==> src/rtl/or_serial_sequencer.sv <==
// or_serial_sequencer: bit-serial OR / OR-reduction engine built on a single 1-bit _or gate.
module or_serial_sequencer #(
   parameter int WIDTH = 16,
   parameter int IDXW  = 4
) (
   input  logic             clk,
   input  logic             reset,
   input  logic             start,
   input  logic             op,
   input  logic [WIDTH-1:0] a,
   input  logic [WIDTH-1:0] b,
   output logic             ready,
   output logic             busy,
   output logic             done,
   output logic [WIDTH-1:0] out
);
   typedef enum logic [1:0] {IDLE, RUN, DONE} state_t;
   state_t           state_q, state_d;
   logic [WIDTH-1:0] a_q, a_d, b_q, b_d, work_q, work_d, out_q, out_d;
   logic [IDXW-1:0]  idx_q, idx_d;
   logic             op_q, op_d, acc_q, acc_d, g_a, g_b, g_y, last;
   assign last  = idx_q == IDXW'(WIDTH-1);
   assign g_a   = op_q ? acc_q : a_q[idx_q];
   assign g_b   = op_q ? a_q[idx_q] : b_q[idx_q];
   assign ready = state_q == IDLE;
   assign busy  = state_q == RUN;
   assign done  = state_q == DONE;
   assign out   = out_q;
   _or u_or (.a(g_a), .b(g_b), .out(g_y));
   always_comb begin
      state_d = state_q;
      a_d     = a_q;
      b_d     = b_q;
      op_d    = op_q;
      idx_d   = idx_q;
      work_d  = work_q;
      acc_d   = acc_q;
      out_d   = out_q;
      if (state_q == IDLE && start) begin
         a_d     = a;
         b_d     = b;
         op_d    = op;
         idx_d   = '0;
         work_d  = '0;
         acc_d   = 1'b0;
         state_d = RUN;
      end else if (state_q == RUN) begin
         if (op_q) acc_d = g_y;
         else work_d[idx_q] = g_y;
         idx_d = last ? '0 : idx_q + IDXW'(1);
         // the final bit is merged combinationally so out captures it on the exit edge
         if (last) begin
            state_d = DONE;
            out_d   = op_q ? {{(WIDTH-1){1'b0}}, acc_d} : work_d;
         end
      end else if (state_q == DONE) begin
         state_d = IDLE;
      end
   end
   always_ff @(posedge clk) begin
      if (reset) begin
         state_q <= IDLE;
         a_q     <= '0;
         b_q     <= '0;
         op_q    <= 1'b0;
         idx_q   <= '0;
         work_q  <= '0;
         acc_q   <= 1'b0;
         out_q   <= '0;
      end else begin
         state_q <= state_d;
         a_q     <= a_d;
         b_q     <= b_d;
         op_q    <= op_d;
         idx_q   <= idx_d;
         work_q  <= work_d;
         acc_q   <= acc_d;
         out_q   <= out_d;
      end
   end
endmodule

module _or (
   input  logic a,
   input  logic b,
   output logic out
);
   assign out = a | b;
endmodule

==> config.mk <==
export PLATFORM = sky130hd
export DESIGN_NAME = or_serial_sequencer
export DESIGN_NICKNAME = d
export VERILOG_FILES = /design/src/rtl/or_serial_sequencer.sv
export SDC_FILE = /design/constraint.sdc
export NUM_CORES = 1
export LEC_CHECK = 0
export ABC_AREA = 1
export BUFFER_PORTS_ARGS = -buffer_cell sky130_fd_sc_hd__buf_2
export CORE_UTILIZATION = 56
export DETAILED_ROUTE_END_ITERATION = 16
export PLACE_DENSITY = 0.75
export SYNTH_ARGS = -nofsm -noshare
export SYNTH_HDL_FRONTEND = slang
export SYNTH_SLANG_ARGS = --single-unit
==> constraint.sdc <==
create_clock -name clk -period 1.95 [get_ports clk]
set_input_delay 0 -clock clk [delete_from_list [all_inputs] [get_ports clk]]
set_output_delay 0 -clock clk [all_outputs]
set_load 0.1 [all_outputs]
==> summary.md <==
Buffers inserted during clock tree synthesis total 9. Power density of the placed cells: 741 nW/µm². Setup violations remaining at the end of the flow were counted as 0. Clock latency on the worst-skew pair, taken at its later pin, is 0.35 ns. The initial core utilization came out at 58.3%.

Summing all placed instances gives a cell area of 3800 µm². Input and output buffers added on the ports amount to 54. In this run the number of H-tree levels came out at 3. The worst hold path terminates at b_q[2]$_SDFFE_PP0P_.

The first global-routing pass estimated 13800 µm of wire. The flow ran to the end, and the final reports show no timing, DRC or antenna violations. The worst-case reg-to-reg path depth came out at 13. The number of slew-limit violations in the final report came out at 0. The synthesis-to-finish area growth is 25.4%, and the number of standard-cell rows in the floorplan is 28. After layout, the worst path uses 90.3% of the clock period. Dividing the detail-routed wire length by the instance count gives 12.6 µm.

Between clock sinks in the finished design, the worst skew comes to 0.00625 ns. The final antenna-violating net count came out at 0. By startpoint and endpoint, the worst setup path is classified as flip-flop to flip-flop. Global routing used 27.9% of the available tracks.

For this block, the initial DRC count from the detailed router was 209. After legalization and detailed placement, the total HPWL measured 5260 µm. Worst min-delay path category: input pin to flip-flop.

For the via count of the first global-routing pass, the log shows 3101. Entering global routing, the biggest net connects 61 pins. Headroom to the max-slew limit: 64.6%.

The height of the die works out to 80.5 µm. The tool flagged a number of max-cap violations equal to 0. Summing all non-filler instances in the final layout gives an area of 4330 µm². Wires add up to 8170 µm. In this run the register-to-register setup slack is 0.19 ns. Across the VDD grid, the largest voltage drop is 465 µV.

Synthesis produced a netlist with a net count of 526. The critical path launch point type was a flip-flop. For this design the top-level I/O count stands at 55. Setup repair after global routing left no endpoint under its margin. The startpoint identified for the worst hold timing path is start. The worst hold path passes through 5 cells. The floorplan die area came out at 6490 µm².

The worst setup path is captured at a flip-flop. Routability-driven placement finished with a final weighted congestion of 0.848. The final setup TNS is 0 ns.

The cell area after synthesis was 3450 µm²; the post-layout minimum cycle time was 1.76 ns. For the distinct cell type count of the synthesized netlist, the log shows 27. The tree is rooted in a sky130_fd_sc_hd__clkbuf_8.

Measured on the finished design, the core utilization comes to 73.2%. 0 antenna diodes ended up in the layout. For this run, the register share of the synthesized area comes to 41.1%. Detail-routed via count per cell: 5.03.

Based on the critical path, the design can be clocked at up to 568 MHz. The overall die width works out to 80.5 µm. For this run, the detailed router's first-pass iteration total came to 4. After the last flow step, the layout net total stands at 613. The overflow left after global routing is 0. Launch instance of the worst register-to-register path: idx_q[0]$_SDFFE_PP0P_. The final hold violation count was 0; the critical-path maximum fanout was 27. The synthesized netlist cell count is 482. The number of antenna violations at the first check in global routing was 0.

The detailed router placed 3248 vias in this run. Of the cells placed in the final design, the portion with a size suffix greater than 1 is 20.0%. The clock passes through at most 2 buffers. The detailed-route DRC error count was 0; the cell leakage power was 1.90 nW.

The endpoint of the most critical register-to-register path was out[14]$_SDFFE_PP0P_. For the pin with the worst max-slew slack, the measured transition is 0.531 ns. In this run the standard cell core region covers 5920 µm².

The clock input transition at the sequential cells of the worst setup and hold paths came out at 0.07 ns. The data arrival at the endpoint of the critical path came out at 1.97 ns. The post-synthesis register bit count was 71; the required time at the worst-slack endpoint was 2.16 ns. The tools report the number of warning messages in the yosys log as 0. Clock tree synthesis found a total of 71 sinks. In this run the mean area of a mapped cell was 7.17 µm². TritonCTS built the clock tree. Number of gates given a new drive strength after cts: 0.
## placed cells by master (no fill, tap or decap), drive strengths merged, types with 14 or more instances in the layout
cell         netlist  routed
o21ai             18      18
or2               14      14
nand3             37      37
dfxtp             71      71
buf                9      69
a21oi             44      44
nor2              66      66
nand2            114     114
inv               47      47
a211oi            26      26
dlygate4sd3        0      34
## Yosys cell counts (all sizes together)
master | number | area, µm²
ha | 8 | 100
a211oi | 26 | 195
nand3 | 37 | 230
clkbuf | 18 | 67.6
mux2i | 1 | 10.0
a41oi | 1 | 8.76
o21ai | 18 | 93.8
nor2 | 66 | 248
a21oi | 44 | 220
or2 | 14 | 87.6
nand2 | 114 | 430
nor3 | 5 | 41.3
o21bai | 1 | 7.51
dfxtp | 71 | 1420
buf | 9 | 98.8
inv | 47 | 181
nor4 | 2 | 12.5
## sequential cells by signal (all words and copies together) (netlist names)
register / count
a_q: 16
op_q: 1
idx_q: 4
work_q: 15
acc_q: 1
b_q: 16
out: 16
state_q: 2
## area by class of cell
cell class                      instances  area (µm²)
Inverter                               47         181
Timing Repair Buffer                  103         773
Tap cell                               75        93.8
Multi-Input combinational cell        337        1690
Clock buffer                           12         165
Sequential cell                        71        1420
Fill cell                             492        1590
Clock inverter                          1        5.00
## power breakdown
| group | total, mW | switching (mW) | leakage (nW) | internal, mW |
|---|---|---|---|---|
| sequential | 1.56 | 0.0303 | 0.581 | 1.53 |
| clock | 1.06 | 0.518 | 0.0902 | 0.543 |
| combinational | 0.588 | 0.341 | 1.23 | 0.247 |
## worst max-delay path: stages, from the launching register on
cell	delay, ns
sky130_fd_sc_hd__dfxtp_1	0.32
sky130_fd_sc_hd__buf_12	0.16
sky130_fd_sc_hd__nor2_1	0.11
sky130_fd_sc_hd__nor2_1	0.05
sky130_fd_sc_hd__nand2_1	0.06
sky130_fd_sc_hd__nand2_1	0.06
sky130_fd_sc_hd__nand2_1	0.06
sky130_fd_sc_hd__nand2_1	0.10
sky130_fd_sc_hd__nor3_4	0.18
sky130_fd_sc_hd__buf_4	0.17
sky130_fd_sc_hd__buf_12	0.14
sky130_fd_sc_hd__nand3_2	0.07
sky130_fd_sc_hd__nand3_1	0.08
sky130_fd_sc_hd__a21oi_1	0.06
## layer usage
| layer | part of all wire [%] | vias to the layer above | global-route usage, % |
|---|---|---|---|
| met5 | 0 | - | 0 |
| met3 | 3.2 | 11 | 5.00 |
| li1 | - | 1731 | - |
| met1 | 48 | 1455 | 36.0 |
| met4 | 1.5 | 0 | 11.3 |
| met2 | 47 | 51 | 45.5 |
## cell families after synthesis
| group | Yosys count | synth area share, % |
|---|---|---|
| buf+inv | 74 | 10.1 |
| fa+ha+maj | 8 | 2.90 |
| mux | 1 | 0.290 |
| flops | 71 | 41.1 |
| simple gates | 238 | 30.4 |
| compound gates | 90 | 15.2 |
## how the worst max path moves through the flow
| stage | start | endpoint | slack [ns] | cells past startpoint |
|---|---|---|---|---|
| final | idx_q[0]$_SDFFE_PP0P_ | out[14]$_SDFFE_PP0P_ | 0.19 | 13 |
| after floorplan | state_q[0]$_SDFFE_PP0P_ | work_q[3]$_SDFFE_PP0P_ | 0.04 | 8 |
| after CTS | idx_q[0]$_SDFFE_PP0P_ | out[14]$_SDFFE_PP0P_ | 0.11 | 12 |
| after detailed placement | idx_q[0]$_SDFFE_PP0P_ | out[12]$_SDFFE_PP0P_ | 0.13 | 12 |
| after global placement | idx_q[0]$_SDFFE_PP0P_ | out[2]$_SDFFE_PP0P_ | 0.22 | 12 |
| after global routing | idx_q[2]$_SDFFE_PP0P_ | out[13]$_SDFFE_PP0P_ | 0.01 | 11 |
## repair_timing
action	4_1_cts	5_1_grt
hold endpoints to repair	34	0
setup endpoints to repair	0	9
hold buffers	34	0
buffers inserted	0	3
## through the flow
| step | power, mW | hold slack, ns | setup slack, ns | std cells |
|---|---|---|---|---|
| floorplan | 1.97 | 0.145 | 0.0424 | 482 |
| global placement | 2.09 | 0.252 | 0.215 | 596 |
| detailed placement | 2.11 | 0.254 | 0.128 | 596 |
| CTS | 3.21 | 0.143 | 0.114 | 643 |
| global route | 3.36 | 0.187 | 0.0143 | 646 |
| finish | 3.21 | 0.147 | 0.190 | 646 |
Note: power is estimated with default switching activity, not from simulation.
